## config.mk

```make
export PLATFORM = sky130hd
export DESIGN_NAME = dsm_upconv_core
export DESIGN_NICKNAME = d
export VERILOG_FILES = /design/src/rtl/dsm_upconv_core.sv
export SDC_FILE = /design/constraint.sdc
export NUM_CORES = 1
export LEC_CHECK = 0
export ABC_AREA = 1
export BUFFER_PORTS_ARGS = -buffer_cell sky130_fd_sc_hd__buf_2
export CORE_ASPECT_RATIO = 0.8
export CORE_MARGIN = 4
export CORE_UTILIZATION = 64
export DETAILED_ROUTE_END_ITERATION = 6
export GPL_TIMING_DRIVEN = 0
export PLACE_DENSITY_LB_ADDON = 0.25
export SLEW_MARGIN = 20
export SYNTH_ARGS = -nofsm -noshare
export SYNTH_HDL_FRONTEND = slang
export SYNTH_SLANG_ARGS = --single-unit
export TNS_END_PERCENT = 10
```

## constraint.sdc

```tcl
create_clock -name clock -period 5.8 [get_ports clock]
set_input_delay 0.58 -clock clock [delete_from_list [all_inputs] [get_ports clock]]
set_output_delay 0.58 -clock clock [all_outputs]
set_load 0.01 [all_outputs]
```

## src/rtl/dsm_upconv_core.sv

```systemverilog
// ---------------------------------------------------------------------------
// dsm_upconv_core
//
// Purpose:
//   Digital up-converter front end for a 1-bit output stage. Baseband
//   samples arrive through a valid/ready handshake. Each sample is held for
//   OSR clocks (zero-order-hold interpolation) and multiplied by a
//   selectable digital LO (bypass, fs/4, fs/2). The mixer output drives a
//   1st- or 2nd-order delta-sigma modulator, which produces the pwm bit
//   stream for the analogue output filter.
//
// Parameters:
//   DW    : input/mixer sample width, signed two's complement
//   OSR   : clocks per input sample, 2..256
//   ORDER : modulator order, 1 or 2
//   IW    : integrator width, signed (must be >= DW)
//
// Ports:
//   clock        in   system clock, all logic on the rising edge
//   reset        in   asynchronous active-low reset
//   enable       in   1 = run, 0 = freeze every state element
//   lo_mode[1:0] in   00 bypass, 01 fs/4, 10 fs/2, 11 reserved (bypass)
//   vin[DW-1:0]  in   signed baseband sample
//   vin_valid    in   vin holds a sample
//   vin_ready    out  core accepts a sample this cycle (from registered phase)
//   mix_o        out  registered mixer output, for observation
//   pwm          out  registered modulator bit
//   underrun_cnt out  saturating count of ready slots with no sample offered
//
// Build option:
//   DSM_DITHER_EN : when defined, a 16-bit Fibonacci LFSR
//                   (x^16+x^14+x^13+x^11+1, seed 16'hACE1) adds +/-1 of
//                   dither to the first integrator on every enabled clock.
// ---------------------------------------------------------------------------
module dsm_upconv_core #(
   parameter int DW    = 20,
   parameter int OSR   = 4,
   parameter int ORDER = 1,
   parameter int IW    = DW + 4
) (
   input  logic                 clock,
   input  logic                 reset,
   input  logic                 enable,
   input  logic [1:0]           lo_mode,
   input  logic signed [DW-1:0] vin,
   input  logic                 vin_valid,
   output logic                 vin_ready,
   output logic signed [DW-1:0] mix_o,
   output logic                 pwm,
   output logic [7:0]           underrun_cnt
);

   // ------------------------------------------------------------------
   // Local constants
   // ------------------------------------------------------------------
   localparam int PW = (OSR > 2) ? $clog2(OSR) : 1;
   localparam logic [PW-1:0] PHASE_LAST = PW'(OSR - 1);
   localparam logic [PW-1:0] PHASE_ONE  = PW'(1'b1);
   localparam logic [PW-1:0] PHASE_ZERO = {PW{1'b0}};

   // Sums are formed two bits wider than the integrators so that
   // i + mix - fb (+ dither) can never wrap before it is clamped.
   localparam int SW = IW + 2;

   localparam logic signed [DW-1:0] MIX_MAX = {1'b0, {(DW-1){1'b1}}};
   localparam logic signed [DW-1:0] MIX_MIN = {1'b1, {(DW-1){1'b0}}};

   // Full-scale feedback magnitude 2^(DW-1)-1, expressed at sum width.
   localparam logic signed [SW-1:0] FS_POS = {{(SW-DW+1){1'b0}}, {(DW-1){1'b1}}};
   localparam logic signed [SW-1:0] FS_NEG = -FS_POS;

   // IW-bit signed range limits, expressed at sum width.
   localparam logic signed [SW-1:0] I_MAX = {{(SW-IW+1){1'b0}}, {(IW-1){1'b1}}};
   localparam logic signed [SW-1:0] I_MIN = {{(SW-IW+1){1'b1}}, {(IW-1){1'b0}}};

   // LO weight encoding used between the selector and the mixer.
   typedef enum logic [1:0] {
      W_POS  = 2'b00,
      W_ZERO = 2'b01,
      W_NEG  = 2'b10
   } weight_t;

   // ------------------------------------------------------------------
   // Helper functions
   // ------------------------------------------------------------------
   // Clamp a wide sum to the IW-bit signed integrator range.
   function automatic logic signed [IW-1:0] sat_iw(input logic signed [SW-1:0] v);
      logic signed [IW-1:0] r;
      if (v > I_MAX) begin
         r = I_MAX[IW-1:0];
      end else if (v < I_MIN) begin
         r = I_MIN[IW-1:0];
      end else begin
         r = v[IW-1:0];
      end
      return r;
   endfunction

   // Negate a DW-bit sample; the most-negative code maps to +max instead
   // of wrapping back onto itself.
   function automatic logic signed [DW-1:0] neg_sat(input logic signed [DW-1:0] v);
      logic signed [DW-1:0] r;
      if (v == MIX_MIN) begin
         r = MIX_MAX;
      end else begin
         r = -v;
      end
      return r;
   endfunction

   // Sign-extend an IW-bit integrator value to sum width.
   function automatic logic signed [SW-1:0] ext_iw(input logic signed [IW-1:0] v);
      return {{(SW-IW){v[IW-1]}}, v};
   endfunction

   // Sign-extend a DW-bit sample to sum width.
   function automatic logic signed [SW-1:0] ext_dw(input logic signed [DW-1:0] v);
      return {{(SW-DW){v[DW-1]}}, v};
   endfunction

   // ------------------------------------------------------------------
   // State
   // ------------------------------------------------------------------
   logic [PW-1:0]        phase_q,    phase_d;
   logic [1:0]           lo_cnt_q,   lo_cnt_d;
   logic signed [DW-1:0] held_q,     held_d;
   logic signed [DW-1:0] mix_q,      mix_d;
   logic signed [IW-1:0] i1_q,       i1_d;
   logic signed [IW-1:0] i2_q,       i2_d;
   logic                 pwm_q,      pwm_d;
   logic [7:0]           underrun_q, underrun_d;

   logic                 ready_s;
   weight_t              weight_s;
   logic signed [SW-1:0] fb_s;
   logic signed [SW-1:0] dith_s;
   logic signed [SW-1:0] sum1_s;
   logic signed [SW-1:0] sum2_s;

   // Ready is a pure decode of the registered phase, gated by enable, so
   // dropping enable on a ready cycle suppresses that load.
   assign ready_s = enable && (phase_q == PHASE_LAST);

`ifdef DSM_DITHER_EN
   logic [15:0] lfsr_q, lfsr_d;
   logic        lfsr_fb_s;

   // Dither source: Fibonacci LFSR, taps 16/14/13/11, advances when enabled.
   always_comb begin
      lfsr_fb_s = lfsr_q[15] ^ lfsr_q[13] ^ lfsr_q[12] ^ lfsr_q[10];
      if (enable) begin
         lfsr_d = {lfsr_q[14:0], lfsr_fb_s};
      end else begin
         lfsr_d = lfsr_q;
      end
      if (lfsr_q[0]) begin
         dith_s = {{(SW-1){1'b0}}, 1'b1};
      end else begin
         dith_s = {SW{1'b1}};
      end
   end

   // LFSR register, seeded on reset.
   always_ff @(posedge clock or negedge reset) begin
      if (!reset) begin
         lfsr_q <= 16'hACE1;
      end else begin
         lfsr_q <= lfsr_d;
      end
   end
`else
   // No dither: the first integrator update carries no extra term.
   assign dith_s = {SW{1'b0}};
`endif

   // Sample-rate control: phase counter, load/underrun bookkeeping, LO count.
   always_comb begin
      phase_d    = phase_q;
      lo_cnt_d   = lo_cnt_q;
      held_d     = held_q;
      underrun_d = underrun_q;
      if (enable) begin
         if (phase_q == PHASE_LAST) begin
            phase_d = PHASE_ZERO;
         end else begin
            phase_d = phase_q + PHASE_ONE;
         end
         lo_cnt_d = lo_cnt_q + 2'd1;
         if (ready_s && vin_valid) begin
            held_d = vin;
         end else if (ready_s && (underrun_q != 8'hFF)) begin
            // Ready slot with nothing offered: keep the old sample.
            underrun_d = underrun_q + 8'd1;
         end else begin
            held_d     = held_q;
            underrun_d = underrun_q;
         end
      end else begin
         phase_d    = phase_q;
         lo_cnt_d   = lo_cnt_q;
         held_d     = held_q;
         underrun_d = underrun_q;
      end
   end

   // LO weight select from the registered LO count and the live lo_mode.
   always_comb begin
      weight_s = W_POS;
      case (lo_mode)
         2'b01: begin
            case (lo_cnt_q)
               2'd0:    weight_s = W_POS;
               2'd1:    weight_s = W_ZERO;
               2'd2:    weight_s = W_NEG;
               2'd3:    weight_s = W_ZERO;
               default: weight_s = W_ZERO;
            endcase
         end
         2'b10: begin
            if (lo_cnt_q[0]) begin
               weight_s = W_NEG;
            end else begin
               weight_s = W_POS;
            end
         end
         default: weight_s = W_POS;   // 00 bypass, 11 reserved
      endcase
   end

   // Mixer: apply the LO weight to the held sample.
   always_comb begin
      mix_d = mix_q;
      if (enable) begin
         case (weight_s)
            W_POS:   mix_d = held_q;
            W_NEG:   mix_d = neg_sat(held_q);
            W_ZERO:  mix_d = {DW{1'b0}};
            default: mix_d = {DW{1'b0}};
         endcase
      end else begin
         mix_d = mix_q;
      end
   end

   // Modulator: integrators fed by the registered mixer output with
   // full-scale feedback selected by the registered pwm bit.
   always_comb begin
      i1_d  = i1_q;
      i2_d  = i2_q;
      pwm_d = pwm_q;
      if (pwm_q) begin
         fb_s = FS_POS;
      end else begin
         fb_s = FS_NEG;
      end
      sum1_s = ext_iw(i1_q) + ext_dw(mix_q) - fb_s + dith_s;
      sum2_s = {SW{1'b0}};
      if (enable) begin
         i1_d = sat_iw(sum1_s);
         if (ORDER == 2) begin
            // Second stage integrates the already-updated first stage.
            sum2_s = ext_iw(i2_q) + ext_iw(i1_d) - fb_s;
            i2_d   = sat_iw(sum2_s);
            pwm_d  = ~i2_d[IW-1];
         end else begin
            i2_d  = i2_q;
            pwm_d = ~i1_d[IW-1];
         end
      end else begin
         i1_d  = i1_q;
         i2_d  = i2_q;
         pwm_d = pwm_q;
      end
   end

   // Core state registers with asynchronous clear.
   always_ff @(posedge clock or negedge reset) begin
      if (!reset) begin
         phase_q    <= PHASE_ZERO;
         lo_cnt_q   <= 2'd0;
         held_q     <= {DW{1'b0}};
         mix_q      <= {DW{1'b0}};
         i1_q       <= {IW{1'b0}};
         i2_q       <= {IW{1'b0}};
         pwm_q      <= 1'b0;
         underrun_q <= 8'd0;
      end else begin
         phase_q    <= phase_d;
         lo_cnt_q   <= lo_cnt_d;
         held_q     <= held_d;
         mix_q      <= mix_d;
         i1_q       <= i1_d;
         i2_q       <= i2_d;
         pwm_q      <= pwm_d;
         underrun_q <= underrun_d;
      end
   end

   assign vin_ready    = ready_s;
   assign mix_o        = mix_q;
   assign pwm          = pwm_q;
   assign underrun_cnt = underrun_q;

endmodule

```

==> summary.txt, run 1 <==
Setup path
  • Critical path's most frequent cell: nand2_1
  • Crit path largest cell delay: between 0.5 and 0.6 ns
  • Crit path max fanout: 20
  • Required time worst endpoint: just over 6 ns
  • FF-to-FF setup slack: 2.43 ns
  • FF-to-FF End: i1_q[14]$_DFFE_PN0P_
  • Critical path startpoint: pwm$_DFFE_PN0P_
  • WS Path Type: reg2reg
  • CP endpoint: i1_q[14]$_DFFE_PN0P_
  • FF-to-FF path depth: 15
  • Arr. time, crit path: 3.60 ns
  • Critical Path Slowest Stage Cell: fa_1
  • Critical-path cell list: buf_12 -> fa_1 -> inv_1 -> ha_1 -> nand2_1 -> nand2_1 -> a21oi_2 -> nand3_2 -> nand2_1 -> nand2_1 -> nand2_1 -> nand2_2 -> a21oi_4 -> buf_6 -> a21oi_2
  • Worst Setup End Kind: flip-flop
  • CP startpoint kind: flip-flop
  • R2R Path Start: pwm$_DFFE_PN0P_

Floorplanning
  • Die Wd: 120 µm
  • Starting Density: 0.658
  • Die height: 97.3 µm
  • Top-Level Pins: 56
  • Die area: 0.0116 mm²
  • Rows: 32
  • Core footprint: just under 0.01 mm²

Clock tree
  • CTS tree: done
  • Clock-pin slew on the worst setup and hold paths: 0.07 ns
  • Post-CTS sizing: 0
  • Postcts setup bufs: 0
  • # clock sinks: 77
  • Root Buffer: clkbuf_16
  • Worst skew pair latency: 0.35 ns
  • H-tree depth: 3
  • # hold bufs at CTS: 0
  • TritonCTS buffer count: 9
  • Clk buf depth: 2

Drt
  • Routed length on met3: between 1500 and 2000 µm
  • Via count: roughly 5800
  • Routed wl met2: 6990 µm
  • Met1 wire length: between 7000 and 8000 µm
  • WL final: 16200 µm
  • DRC Markers: 0
  • Drt via density: between 5 and 6
  • Top Layer Used: met4
  • Routed Antenna Nets: 0
  • Routed len/inst: 15.0 µm
  • Detailed Route Iter0 Violations: 449
  • Detailed Routing Iterations Pass 1: 5

Synth
  • EDFF count, synth: 0
  • Area contributors post-synth: dfrtp_1 (30%), nand2_1 (12%), inv_1 (9.7%)
  • Syn nets: 957
  • Post-Syn Area: 0.00638 mm²
  • Cell taking the most area after synthesis: dfrtp_1
  • Synth unique cells: 39
  • Area share of the largest cell type after synthesis: 0.302
  • Sequential share of the synthesized area: 0.302
  • Synth Flop Type: dfrtp_1
  • Async S/R FF share, synth: 1.00
  • Ys Warns: 0
  • FF+latch count, synth: 77
  • Syn Inst Count: 874
  • Syn Area/Cell: 7.30 µm²

Timing
  • Measured slew at the worst slew-check pin: approximately 0.61 ns
  • Period minus WS final: 3.37 ns
  • Hold Fails Final Rpt: 0
  • F_max: approximately 0.30 GHz
  • Setup Skew: 0.0110 ns
  • Slew HR: 0.593
  • Final worst setup slack: about 2.4 ns
  • Setup TNS: 0 ns
  • Final setup violation count: 0
  • Slew Limit Fails: 0
  • Tcrit/Tclk final: 0.582
  • RSZ-0062 raised after global routing: false

Global routing
  • First-pass GRT wire length: 27200 µm
  • Largest net degree at the start of global routing: 59
  • Initial antenna violation count: 0
  • Vias in the first global route: between 5000 and 6000
  • GRT Resource Usage Total: 0.293
  • Total grt overflow: 0

Placement
  • Input/output buffers: 55
  • Pre-CTS WS: 2.49 ns
  • GPL Wtd Cong: 0.982
  • DP Wirelength: roughly 13000 µm

Worst hold path
  • Worst min path class: in2async

Run status
  • Status: finished, final reports clean

Finish
  • Filler cell count: between 700 and 800
  • Post-layout nets: 1025
  • ANT cells: 0
  • Commonest non-fill, non-tap cell in the layout: nand2_1
  • Most frequent cells in the layout: nand2_1 (200), inv_1 (165), nor2_1 (83)
  • Syn-to-layout area delta: 12.1%
  • Share of layout cells above drive strength 1: 0.164

Job
  • Max-Cap Viols: 0
==> registers in the layout, indices dropped and copies added, names as in the netlist <==
register,cells
held_q,20
i1_q,24
mix_o,20
pwm,1
phase_q,2
lo_cnt_q,2
underrun_cnt,8
==> layout make-up <==
cell class / count / area, µm² / area share
repair buffers: 57 / 325 / 0.0455
well taps: 136 / 170 / 0.0238
clock buffers: 11 / 253 / 0.0354
multi-input cells: 612 / 3710 / 0.520
inverters: 171 / 642 / 0.0898
flip-flops and latches: 77 / 1930 / 0.270
plain buffers: 14 / 93.8 / 0.0131
clock inverters: 3 / 21.3 / 0.00298
==> layer usage <==
layer | global-route usage | vias up
met5 | 0 | -
met1 | 0.429 | 2727
li1 | - | 2860
met4 | 0.0783 | 0
met3 | 0.0722 | 26
met2 | 0.435 | 222
==> cells in the mapped netlist, types with 13 or more instances <==
library cell and n:
xor2_1 23, nand2_2 25, o21ai_0 38, ha_1 33
nand4_1 13, fa_1 24, nand2_1 200, a21oi_2 23
a21oi_1 49, dfrtp_1 77, nor2_1 83, nand3_1 41
inv_1 165
==> how the worst min path moves through the flow <==
stage               cells after the start                    from  slack (ns)                     endpoint
floorplan                               0                   reset        0.28        held_q[0]$_DFFE_PN0P_
global placement                        1  phase_q[0]$_DFFE_PN0P_        0.46       phase_q[0]$_DFFE_PN0P_
detailed placement                      1  phase_q[0]$_DFFE_PN0P_        0.47       phase_q[0]$_DFFE_PN0P_
CTS                                     1                   reset        0.12         i1_q[22]$_DFFE_PN0P_
global route                            1                   reset        0.13  underrun_cnt[3]$_DFFE_PN0P_
finish                                  1                   reset        0.11         i1_q[22]$_DFFE_PN0P_
==> cell families (layout without fill, tap and decap cells) <==
family | count (synthesis) | in the layout | synth area share
adders and majority gates | 57 | 57 | 0.140
and+or+nand+nor | 390 | 390 | 0.269
muxes | 4 | 4 | 0.00706
xor gates and xnor gates | 33 | 33 | 0.0453
buffers and inverters | 185 | 256 | 0.115
DFF | 77 | 77 | 0.302
AOI/OAI and AO/OA | 128 | 128 | 0.121
==> through the flow <==
stage / instance area, µm² / cells / hold slack (ns) / utilization
finish: 7150 / 1081 / 0.114 / 0.738
global route: 7150 / 1081 / 0.133 / 0.738
CTS: 7150 / 1081 / 0.123 / 0.738
detailed placement: 6870 / 1067 / 0.469 / 0.709
global placement: 6820 / 1065 / 0.460 / 0.704
floorplan: 6380 / 874 / 0.284 / -
==> worst max-delay path, delay by kind of cell, from the launching register on <==
kind	cells	cell delay, ns
buffers and inverters	3	0.47
DFF	1	0.50
adders and majority gates	2	0.86
AOI/OAI and AO/OA	3	0.57
and+or+nand+nor	7	0.83
Power of run 1 is left out: the tool's default activity adds up to more than one toggle a clock period on the data nets, which glitch-free logic cannot reach.
==> run 2, diff against run 1 <==
--- a/config.mk
+++ b/config.mk
@@ -9,7 +9,7 @@
 export BUFFER_PORTS_ARGS = -buffer_cell sky130_fd_sc_hd__buf_2
 export CORE_ASPECT_RATIO = 0.8
 export CORE_MARGIN = 4
-export CORE_UTILIZATION = 64
+export CORE_UTILIZATION = 61
 export DETAILED_ROUTE_END_ITERATION = 6
 export GPL_TIMING_DRIVEN = 0
 export PLACE_DENSITY_LB_ADDON = 0.25
==> constraint.sdc (replaced) <==
create_clock -name clock -period 3.3 [get_ports clock]
set_input_delay 0.33 -clock clock [delete_from_list [all_inputs] [get_ports clock]]
set_output_delay 0.33 -clock clock [all_outputs]
set_load 0.01 [all_outputs]
==> summary.txt, run 2 (synthesized netlist as in run 1, its figures left out) <==
Run status
  • Status: finished, final reports clean

Placement
  • Placed cell count: 1070 (+0.28%)
  • Input/output buffers: 55 (unchanged)
  • DP Wirelength: 12600 µm (+0.91%)
  • Pre-CTS WS: -0.267 ns (-2.76 ns)
  • GPL Wtd Cong: 0.966 (-1.6%)

Floorplanning
  • Die Wd: 122 µm (+2.3%)
  • Rows: 33 (+3.1%)
  • Die height: 99.5 µm (+2.2%)
  • Die area: 0.0122 mm² (+4.5%)
  • Top-Level Pins: 56 (unchanged)
  • Core footprint: 0.0102 mm² (+5.7%)
  • Starting Density: 0.623 (-0.0354)

Timing
  • RSZ-0062 raised after global routing: true
  • Period minus WS final: 3.19 ns (-0.181 ns)
  • Slew HR: 0.564 (-0.0288)
  • Measured slew at the worst slew-check pin: 0.647 ns (+0.0364 ns)
  • Hold Fails Final Rpt: 0 (unchanged)
  • Final setup violation count: 0 (unchanged)
  • Tcrit/Tclk final: 0.968 (+0.386)
  • Final worst setup slack: 0.107 ns (-2.32 ns)
  • Slew Limit Fails: 0 (unchanged)
  • Hold WS: 0.217 ns (+0.103 ns)
  • Setup Skew: 0.00953 ns (-0.00149 ns)
  • F_max: 0.313 GHz (+5.7%)

Finish
  • Post-layout nets: 1036 (+1.1%)
  • Area of the multi-input gates: 0.00391 mm² (+5.3%)
  • Filler cell count: 831 (+6.7%)
  • ANT cells: 0 (unchanged)
  • Reg area: 0.00193 mm² (+0.13%)
  • Most frequent cells in the layout: nand2_1 (194), inv_1 (165), nor2_1 (79)
  • Commonest non-fill, non-tap cell in the layout: nand2_1
  • Max reg flops: 24 (unchanged)
  • Top reg by flops: i1_q
  • Syn-to-layout area delta: 17.5%
  • Share of layout cells above drive strength 1: 0.209 (+0.0447)
  • Fin cells: 1098 (+1.6%)

Global routing
  • Largest net degree at the start of global routing: 60 (+1.7%)
  • First-pass GRT wire length: 27500 µm (+1.1%)
  • Initial antenna violation count: 0 (unchanged)
  • Vias in the first global route: 5582 (-0.66%)
  • GRT Resource Usage Total: 0.288 (-0.00486)
  • Total grt overflow: 0 (unchanged)

Setup path
  • Arr. time, crit path: 3.42 ns (-0.18 ns)
  • Crit path largest cell delay: 0.52 ns (about the same)
  • Critical Path Slowest Stage Cell: dfrtp_4
  • Worst Path Buf+Inv: 5 (+2)
  • CP delay by family, top: adder cells
  • Critical path's most frequent cell: nand2_1
  • Crit path max fanout: 6 (-70%)
  • CP startpoint kind: flip-flop
  • Critical-path cell list: buf_12 -> fa_1 -> inv_1 -> ha_1 -> nand2_2 -> inv_1 -> a21oi_4 -> nand3_2 -> nand2_1 -> nand2_1 -> nand2_1 -> nand2_4 -> a21oi_4 -> buf_4 -> clkbuf_16 -> a21oi_2
  • Worst Setup End Kind: flip-flop
  • WS Path Type: reg2reg
  • Required time worst endpoint: 3.53 ns (-2.50 ns)

Clock tree
  • # clock sinks: 77 (unchanged)
  • Root Buffer: clkbuf_16
  • Worst skew pair latency: 0.34 ns (about the same)
  • TritonCTS buffer count: 9 (unchanged)
  • CTS tree: done
  • Clock-pin slew on the worst setup and hold paths: 0.06 ns (about the same)
  • Clk buf depth: 2 (unchanged)
  • H-tree depth: 3 (unchanged)

Drt
  • Detailed Routing Iterations Pass 1: 5 (unchanged)
  • Routed length on met3: 1220 µm (-21%)
  • DRC Markers: 0 (unchanged)
  • Met1 wire length: 8080 µm (+9.8%)
  • Routed len/inst: 15.5 µm (+3.7%)
  • Via count: 5857 (+0.38%)
  • Detailed Route Iter0 Violations: 577 (+29%)
  • Top Layer Used: met4
  • Drt via density: 5.33 (-1.2%)
  • Routed Antenna Nets: 0 (unchanged)
  • WL final: 17000 µm (+5.3%)
  • Routed wl met2: 7570 µm (+8.2%)

Job
  • Max-Cap Viols: 0 (unchanged)

Worst hold path
  • Worst min path class: in2reg
==> run 2: cell count changes in the layout (fill, tap and decap cells not counted), moves of 3 or more <==
cell	delta
nand2_1	-6
nor2_1	-4
nand2_2	+5
buf_4	+7
ha_4	+9
nor2_2	+3
a21oi_1	-6
a21oi_2	+5
ha_1	-16
ha_2	+7
==> run 2: final timing paths <==
path	end	slack, ns	depth (start not counted)	start
worst max-delay path	i1_q[3]$_DFFE_PN0P_	0.11	16	pwm$_DFFE_PN0P_
max in group asynchronous	pwm$_DFFE_PN0P_	2.26	3	reset
worst max register to register	i1_q[3]$_DFFE_PN0P_	0.11	16	pwm$_DFFE_PN0P_
worst min register to register	phase_q[0]$_DFFE_PN0P_	0.48	1	phase_q[0]$_DFFE_PN0P_
min in group asynchronous	underrun_cnt[3]$_DFFE_PN0P_	0.42	2	reset
worst min-delay path	held_q[9]$_DFFE_PN0P_	0.22	2	vin[9]
==> run 2: layout make-up <==
cell class                 instances  share of cell area
multi-input combinational        612               0.522
inverter                         171              0.0856
timing repair buffer              68              0.0603
sequential                        77               0.258
buffer                            14              0.0135
clock inverter                     7             0.00768
tap                              140              0.0234
clock buffer                       9              0.0300
==> run 2: worst register-to-register path, stage by stage, from the launching register on <==
cell and delay (ns):
dfrtp_4 0.52, buf_12 0.17, fa_1 0.51, inv_1 0.04
ha_1 0.36, nand2_2 0.12, inv_1 0.10, a21oi_4 0.18
nand3_2 0.13, nand2_1 0.13, nand2_1 0.08, nand2_1 0.10
nand2_4 0.10, a21oi_4 0.17, buf_4 0.17, clkbuf_16 0.16
a21oi_2 0.05
==> run 2: stage by stage <==
step           setup TNS [ns]  instance area (µm²)  utilization
4_1_cts                     0                 7220        0.706
3_3_place_gp            -5.00                 6830        0.667
6_report                    0                 7500        0.732
2_1_floorplan               0                 6380            -
5_1_grt                -0.609                 7500        0.732
3_5_place_dp            -5.28                 6860        0.670
==> run 2: per-layer routing <==
metal  track usage  up-vias
met2         0.438      195
met1         0.432     2762
li1              -     2885
met3        0.0574       15
met4        0.0577        0
met5             0        -
==> run 2: repair_timing <==
action,CTS,global route
endpoints found under the setup margin,23,21
pin swaps,1,5
setup buffers,4,6
hold endpoints to repair,18,0
hold buffers,1,0
gates cloned,0,1
gates resized for setup,2,38
Power of run 2 is left out for the same reason.
